==> src/rtl/fetch_unit_pkg.sv <==
// Shared constants and types for the instruction fetch stage.
package fetch_unit_pkg;

   localparam int unsigned FETCH_W = 32;
   localparam logic [FETCH_W-1:0] NOP_INSTR = 32'h0000_0013;
   localparam logic [FETCH_W-1:0] DEFAULT_RESET_PC = 32'h0000_0000;

   typedef struct packed {
      logic [FETCH_W-1:0] pc;
      logic [FETCH_W-1:0] instr;
   } fetch_entry_t;

   function automatic logic [FETCH_W-1:0] align_pc(input logic [FETCH_W-1:0] pc);
      return pc & ~FETCH_W'(3);
   endfunction

endpackage

==> src/rtl/fetch_buffer.sv <==
// DEPTH-entry synchronous FIFO of {pc, instr}; flush overrides push and pop.
module fetch_buffer
   import fetch_unit_pkg::*;
#(
   parameter int unsigned DEPTH = 2,
   localparam int unsigned CNT_W = $clog2(DEPTH + 1)
) (
   input  logic             clk,
   input  logic             rst,
   input  logic             push,
   input  fetch_entry_t     push_data,
   input  logic             pop,
   input  logic             flush,
   output logic [CNT_W-1:0] count,
   output fetch_entry_t     head
);

   localparam int unsigned PTR_W = (DEPTH > 1) ? $clog2(DEPTH) : 1;
   localparam logic [PTR_W-1:0] LAST = PTR_W'(DEPTH - 1);

   fetch_entry_t     mem_q [DEPTH];
   logic [PTR_W-1:0] rd_ptr_q, wr_ptr_q;
   logic [CNT_W-1:0] count_q;
   logic             do_push, do_pop;

   assign do_push = push && !flush && (count_q != CNT_W'(DEPTH));
   assign do_pop  = pop && !flush && (count_q != '0);

   always_ff @(posedge clk) begin
      if (rst || flush) begin
         rd_ptr_q <= '0;
         wr_ptr_q <= '0;
         count_q  <= '0;
      end else begin
         if (do_push) begin
            wr_ptr_q <= (wr_ptr_q == LAST) ? '0 : wr_ptr_q + PTR_W'(1);
         end
         if (do_pop) begin
            rd_ptr_q <= (rd_ptr_q == LAST) ? '0 : rd_ptr_q + PTR_W'(1);
         end
         count_q <= count_q + CNT_W'(do_push) - CNT_W'(do_pop);
      end
   end

   // Storage needs no reset; validity is tracked by count_q.
   always_ff @(posedge clk) begin
      if (!rst && do_push) begin
         mem_q[wr_ptr_q] <= push_data;
      end
   end

   assign count = count_q;
   assign head  = mem_q[rd_ptr_q];

endmodule

==> src/rtl/fetch_unit.sv <==
// Instruction fetch stage: owns the PC, issues credit-limited memory requests and
// buffers in-order responses for the decoder, discarding stale data after redirects.
module fetch_unit
   import fetch_unit_pkg::*;
#(
   parameter logic [FETCH_W-1:0] RESET_PC = DEFAULT_RESET_PC,
   parameter int unsigned        DEPTH    = 2
) (
   input  logic               clk,
   input  logic               rst,
   output logic               imem_req_valid,
   output logic [FETCH_W-1:0] imem_req_addr,
   input  logic               imem_req_ready,
   input  logic               imem_rsp_valid,
   input  logic [FETCH_W-1:0] imem_rsp_data,
   input  logic               redirect_valid,
   input  logic [FETCH_W-1:0] redirect_pc,
   output logic               if_valid,
   input  logic               if_ready,
   output logic [FETCH_W-1:0] if_pc,
   output logic [FETCH_W-1:0] if_instr
);

   localparam int unsigned CNT_W = $clog2(DEPTH + 1);

   logic [FETCH_W-1:0] pc_q, pc_d, rsp_pc_q, rsp_pc_d, redirect_target;
   logic [CNT_W-1:0]   outst_q, outst_d, drop_q, drop_d, count;
   logic [CNT_W:0]     inflight;
   logic               req_fire, rsp_ok, push, pop;
   fetch_entry_t       head, push_data;

   assign redirect_target = align_pc(redirect_pc);

   // Credit: buffered entries plus outstanding requests never exceed DEPTH.
   assign inflight       = {1'b0, count} + {1'b0, outst_q};
   assign imem_req_valid = !rst && !redirect_valid && (inflight < (CNT_W + 1)'(DEPTH));
   assign imem_req_addr  = pc_q;

   assign req_fire  = imem_req_valid && imem_req_ready;
   assign rsp_ok    = imem_rsp_valid && (outst_q != '0);
   assign push      = rsp_ok && (drop_q == '0) && !redirect_valid;
   assign pop       = if_valid && if_ready;
   assign push_data = '{pc: rsp_pc_q, instr: imem_rsp_data};

   always_comb begin
      pc_d     = pc_q;
      rsp_pc_d = rsp_pc_q;
      outst_d  = outst_q;
      drop_d   = drop_q;
      if (req_fire) begin
         pc_d    = pc_q + FETCH_W'(4);
         outst_d = outst_d + CNT_W'(1);
      end
      if (rsp_ok) begin
         outst_d = outst_d - CNT_W'(1);
         if (drop_q != '0) begin
            drop_d = drop_q - CNT_W'(1);
         end else begin
            rsp_pc_d = rsp_pc_q + FETCH_W'(4);
         end
      end
      // Everything still in flight after this cycle's response belongs to the old stream.
      if (redirect_valid) begin
         pc_d     = redirect_target;
         rsp_pc_d = redirect_target;
         drop_d   = outst_d;
      end
   end

   always_ff @(posedge clk) begin
      if (rst) begin
         pc_q     <= RESET_PC;
         rsp_pc_q <= RESET_PC;
         outst_q  <= '0;
         drop_q   <= '0;
      end else begin
         pc_q     <= pc_d;
         rsp_pc_q <= rsp_pc_d;
         outst_q  <= outst_d;
         drop_q   <= drop_d;
      end
   end

   fetch_buffer #(
      .DEPTH(DEPTH)
   ) u_buffer (
      .clk      (clk),
      .rst      (rst),
      .push     (push),
      .push_data(push_data),
      .pop      (pop),
      .flush    (redirect_valid),
      .count    (count),
      .head     (head)
   );

   assign if_valid = !rst && (count != '0);
   assign if_pc    = if_valid ? head.pc : (rst ? RESET_PC : rsp_pc_q);
   assign if_instr = if_valid ? head.instr : NOP_INSTR;

`ifndef SYNTHESIS
   rsp_needs_request : assert property (@(posedge clk) disable iff (rst)
      imem_rsp_valid |-> (outst_q != '0))
      else $error("fetch_unit: response with no request outstanding");
`endif

endmodule

==> config.mk <==
export PLATFORM = sky130hd
export DESIGN_NAME = fetch_unit
export DESIGN_NICKNAME = d
export VERILOG_FILES = /design/src/rtl/fetch_unit_pkg.sv /design/src/rtl/fetch_buffer.sv /design/src/rtl/fetch_unit.sv
export SDC_FILE = /design/constraint.sdc
export NUM_CORES = 1
export LEC_CHECK = 0
export BUFFER_PORTS_ARGS = -buffer_cell sky130_fd_sc_hd__buf_2
export CORE_UTILIZATION = 50
export CTS_CLUSTER_SIZE = 24
export DETAILED_ROUTE_END_ITERATION = 16
export PLACE_DENSITY = 0.75
export SLEW_MARGIN = 20
export SYNTH_ARGS = -nofsm -noshare
export SYNTH_HDL_FRONTEND = slang
export SYNTH_SLANG_ARGS = --single-unit
==> constraint.sdc <==
create_clock -name clk -period 17.1 [get_ports clk]
set_input_delay 3.42 -clock clk [delete_from_list [all_inputs] [get_ports clk]]
set_output_delay 3.42 -clock clk [all_outputs]
set_load 0.02 [all_outputs]
After elaboration in Yosys (flattened, before gate mapping) --
Memories as Yosys holds them, arrays and structs flattened. A register that Yosys moved wholly into a read port is not among the register bits. Cells that the tools add are included.
Storage, ports and cells: flip-flop bits (word level) 72, bits in writable memories 128, input bits 70, output and inout bits 98, logic and storage cells 70, memories 1
Memories:
- u_buffer.mem_q | depth 2, bits a word 64, read ports 1, clocked after memory_dff 1, write ports 1, RTL line fetch_buffer.sv:21 | fetch_entry_t mem_q [DEPTH];
Operators by class: add/subtract/negate cells 10, $lt $le $gt $ge 1, equal/unequal tests 2, mux-type cells 19, bitwise gates (word level) 1, reduce and logical (&&, ||, !) cells 27
Operators by type and width (number):
- two-way mux 32 bit | 8
- adder 32 x 3 -> 32 bit (second input constant) | 2
- logical AND 1 bit | 13
- nonzero test 2 bit | 6
- two-way mux 2 bit | 5
- two-way mux 1 bit | 6
- AND reduction 2 bit | 3
- != test 2 bit (second input constant) | 2
- subtractor 2 x 1 -> 2 bit (second input constant) | 2
- adder 2 x 2 -> 3 bit | 1
- less-than comparator 3 x 2 -> 1 bit (second input constant) | 1
- adder 1 bit (second input constant) | 2
- adder 2 x 1 -> 2 bit | 1
- adder 2 x 1 -> 2 bit (second input constant) | 1
- zero test 1 bit | 2
- zero test 2 bit | 1
- OR reduction 2 bit | 1
- subtractor 2 x 1 -> 2 bit | 1
- logical OR 1 bit | 1
- inverter 1 bit | 1

Depth between registers and ports, before layout --
depth after elaboration 9, depth in mapped cells 10, depth with buffers taken out 8

By module --
From an unflattened synthesis, not the netlist that was laid out.
Unflattened totals: cell total of the unflattened synthesis 860, area total of the unflattened synthesis 9874.5 sq um
Modules (own cells, without submodules):
- fetch_buffer | times used 1, cells each 225, area an instance 5157.4 sq um, seq. area each 3943.8 sq um
- fetch_unit | times used 1, cells each 635, area an instance 4717.0 sq um, seq. area each 1281.2 sq um

Least setup slack after synthesis --
OpenSTA, ideal clock, no wires.
path kind input to register, start input port redirect_valid, end memory u_buffer.mem_q[0][0] (netlist bit), enable pin, setup time 0.571 ns, data arrival time 8.580 ns, required time 16.529 ns, path slack 7.948 ns, stages on the path 3, path buffers 1, cells stage by stage clkbuf_1 a211oi_1 nor3b_1
Between the ends: longest elaborated chain between the ends 7
RTL lines:
- start, declared | RTL line fetch_unit.sv:16 | input logic redirect_valid,
- zero test 1 bit (*) | RTL line fetch_buffer.sv:26, fetch_unit.sv:41
- logical AND 1 bit | RTL line fetch_unit.sv:41 | assign push = rsp_ok && (drop_q == '0) && !redirect_valid;
- logical AND 1 bit (*) (2 in a row) | RTL line fetch_buffer.sv:26 | assign do_push = push && !flush && (count_q != CNT_W'(DEPTH));
- via u_buffer.do_push | RTL line fetch_buffer.sv:24 | logic do_push, do_pop;
- logical AND 1 bit (*) | RTL line fetch_buffer.sv:47 | if (!rst && do_push) begin
- two-way mux 1 bit (*) | RTL line fetch_buffer.sv:47
- two-way mux 1 bit (not written as such) (*) | RTL line fetch_buffer.sv:48 | mem_q[wr_ptr_q] <= push_data;
- end, declared | RTL line fetch_buffer.sv:21
Mark *: on every way through the listed nets, which the timed path passes. The rest lies on a longest branch.

Worst setup path in the final report --
start input port rst, end output port if_pc[28]
Between the ends: longest elaborated chain between the ends 3, elaborated cells between the ends (all ways) 4, classes of those cells mux (2); reduce/logical (2)
RTL lines:
- start, declared | RTL line fetch_unit.sv:10 | input logic rst,
- zero test 1 bit | RTL line fetch_unit.sv:97 | assign if_valid = !rst && (count != '0);
- logical AND 1 bit | RTL line fetch_unit.sv:97
- two-way mux 32 bit (*) | RTL line fetch_unit.sv:98 | assign if_pc = if_valid ? head.pc : (rst ? RESET_PC : rsp_pc_q);
- end, declared | RTL line fetch_unit.sv:20 | output logic [FETCH_W-1:0] if_pc,
Every way passes the cells marked *; elsewhere a longest branch is shown, timed or not.

==> results.md <==
- Grt total ovfl: 0
- Clock Latency Late Sink: roughly 0.43 ns
- Critical Path Source: rst
- CTS tree: done
- Synthesis-to-finish area growth: 18.0%
- Max frequency: between 0.1 and 0.15 GHz
- Register share of total power: between 50% and 60%
- Post-synthesis async set-or-reset flop share: 0%
- Commonest non-fill, non-tap cells in the layout: buf_2, edfxtp_1, nand2_1
- Initial drt markers: about 360
- Max H-tree Level: 4
- Antenna diode count: 0
- Leak Pwr: roughly 3.9 nW
- DP Cell Count: 1,106
- Slew margin rel.: a little over a quarter
- Setup WS post-layout: approximately 8.5 ns
- CP Max Fanout: 60
- Met1 usage: about 31%
- Gr busiest metal: met2
- Hold Crit Start: u_buffer.rd_ptr_q$_SDFFE_PP0P_
- GR Util met3: 4.50%
- Gr usage total: between 20% and 30%
- First-pass GRT wire length: 30.1 mm
- Worst path slowest cell: buf_4
- Clock Tree Root: clkbuf_16
- Worst-path clk slew: 0.07 ns
- Fill count: 1,415
- Via count: ~6,300
- Met2 usage: 33.8%
- Setup Viol. Count Final: 0
- EDFF count, synth: 124
- Post-Layout Cell Count: around 1,100
- Pins over their slew limit: 0
- Top delay family on crit path: buffers and inverters
- Max stage delay on crit path: just over 0.5 ns
- CTS resizes: 0
- Post-Synthesis Cells: 760
- Worst setup SP type: input port
- Post-layout min period: roughly 8.6 ns
- Number of warning messages in the yosys log: 0
- Yosys reg bits: 193
- Hold/Removal Path Class: flip-flop to flip-flop
- Remaining antenna violation count: 0
- Main synth FF type: edfxtp_1
- Syn Std Cell Area: between 8000 and 9000 sq um
- Int Power: roughly 810 uW
- Via density: ~5.5
- RSZ-0062 raised after global routing: no
- Critical path class: input port to output pin
- Critical Path RT: between 10 and 15 ns
- Buffers on Ports: between 150 and 200
- Vias in the first global route: around 5,800
- CP cell instances: buf_2, buf_4, or2_2, buf_4, o21ai_0, buf_2
- Yosys cell types: between 60 and 70
- Final Hold Fails: 0
- Initial core utilization: 52.0%
- Post CTS Setup Buffer Count: 0
- Fraction of the cycle the final worst path needs: approximately 50%
- Register area: about 5100 sq um
- Power density cells: between 100 and 150 nW/um^2
- TNS Setup: 0 ns
- Mapped Avg Cell Area: 11.5 sq um
- Multi-input gate area: 3360 sq um
- Total wire length: about 19 mm
- Initial antenna violation count: 0
- Die Y-Extent: ~130 microns
- Layout cells sized above 1: about 25%
- Tightest Pin Transition: 1.10 ns
- Largest net degree at the start of global routing: 63
- GPL Wtd Cong: 0.849
- Worst Path Arrival: between 5 and 6 ns
- Clk pwr share: about two fifths
- Row count: 47
- CTS sink cnt: 193
- IO Pins: approximately 170
- Commonest non-fill, non-tap cell in the layout: buf_2
- Run status: completed
- Pre-CTS setup slack: between 8 and 9 ns
- Max clock buf depth: 2
- Hpwl dp: 12.5 mm
- WP buf/inv: 4
- Final-stage net count: roughly 980
- Total CTS buffers: 17
- Cts hold-fix bufs: 0
- Die footprint: 18,000 sq um
- Register area share after synthesis: about three fifths
- Worst Setup End Kind: output pin
- TritonRoute pass-1 iters: 5
- Drc violations: 0
- Net switching power: ~250 uW
- R2r startpoint: u_buffer.count[0]$_SDFF_PP0_
- Core area: ~17,000 sq um
- Tot Pwr: between 1 and 1.5 mW
- Layout Skew: about 0.010 ns
- Wire per inst: 16.7 microns
- Gate power share: 10.0%
- Sw frac: a little under a quarter
- Chip width: ~130 microns
- Worst VDD drop: 0.0000729 V
- Max-cap viol count: 0
[flip-flops by register name, summed over array words and instances, names as in the netlist, named ones only]
| signal | count |
|---|---|
| drop_q | 2 |
| imem_req_addr | 30 |
| outst_q | 2 |
| rsp_pc_q | 30 |
| u_buffer.count | 2 |
| u_buffer.mem_q | 124 |
| u_buffer.rd_ptr_q | 1 |
| u_buffer.wr_ptr_q | 1 |
[Yosys cell counts (all sizes together), types with 2 or more instances]
master,n,area [sq um]
a211oi,11,87.6
a21boi,21,158
a21oi,31,159
a31oi,3,18.8
and3,14,95.1
and3b,2,17.5
and4,5,46.3
buf,15,100
clkbuf,30,113
dfxtp,69,1380
edfxtp,124,3720
ha,6,75.1
inv,23,86.3
mux2,3,37.5
mux2i,63,631
nand2,72,273
nand3,23,125
nand4,23,171
nor2,66,258
nor2b,2,12.5
nor3,17,101
nor3b,3,22.5
nor4,10,120
o21ai,35,175
o21bai,7,52.6
o22ai,6,37.5
or2,3,21.3
or3,2,12.5
xnor2,31,272
xor2,25,219
[cells by family after synthesis]
group                      Yosys count  share of synthesized area [%]
AOI/OAI and AO/OA                  123                           8.76
buffers and inverters               68                           3.42
and+or+nand+nor                    246                           15.1
other                                1                         0.0429
xor gates and xnor gates            56                           5.61
adders and majority gates            7                           1.09
muxes                               66                           7.64
DFF                                193                           58.4
[final timing paths]
kind                                          to  slack [ns]  depth (start not counted)
hold reg to reg   u_buffer.rd_ptr_q$_SDFFE_PP0P_        0.52                          2
hold / removal    u_buffer.rd_ptr_q$_SDFFE_PP0P_        0.52                          2
setup / recovery                       if_pc[28]        8.47                          6
setup reg to reg  imem_req_addr[14]$_SDFFE_PP0P_       14.37                          8
[power by group through the flow]
stage / logic [mW] / clock network, mW / registers, mW
after floorplan: 0.0677 / 0 / 0.546
after global placement: 0.103 / 0 / 0.544
after detailed placement: 0.106 / 0 / 0.545
after CTS: 0.107 / 0.423 / 0.535
after global routing: 0.116 / 0.441 / 0.538
final: 0.106 / 0.414 / 0.536
[metrics by stage]
step | util (%) | hold WS (ns) | area [sq um]
6_report | 61.4 | 0.515 | 10300
3_5_place_dp | 57.6 | 0.499 | 9690
2_1_floorplan | - | 0.469 | 8760
3_3_place_gp | 57.6 | 0.487 | 9690
5_1_grt | 61.4 | 0.548 | 10300
4_1_cts | 61.4 | 0.520 | 10300
[metal layers]
metal | part of all wire [%] | vias up
met5 | 0 | -
met3 | 6.9 | 19
li1 | - | 3035
met1 | 47 | 2974
met4 | 1.1 | 0
met2 | 45 | 229
[final cells by class]
type / instances / share of cell area, %
flip-flops and latches: 193 / 49.5
multi-input cells: 502 / 32.6
repair buffers: 168 / 8.31
clock buffers: 25 / 5.22
well taps: 220 / 2.67
clock inverters: 7 / 0.885
inverters: 23 / 0.836
[worst min-delay path, stage by stage (launching register included)]
cell	delay [ns]
dfxtp_1	0.33
xor2_1	0.08
nor2_1	0.07
Power figures use the tool's default switching activity.
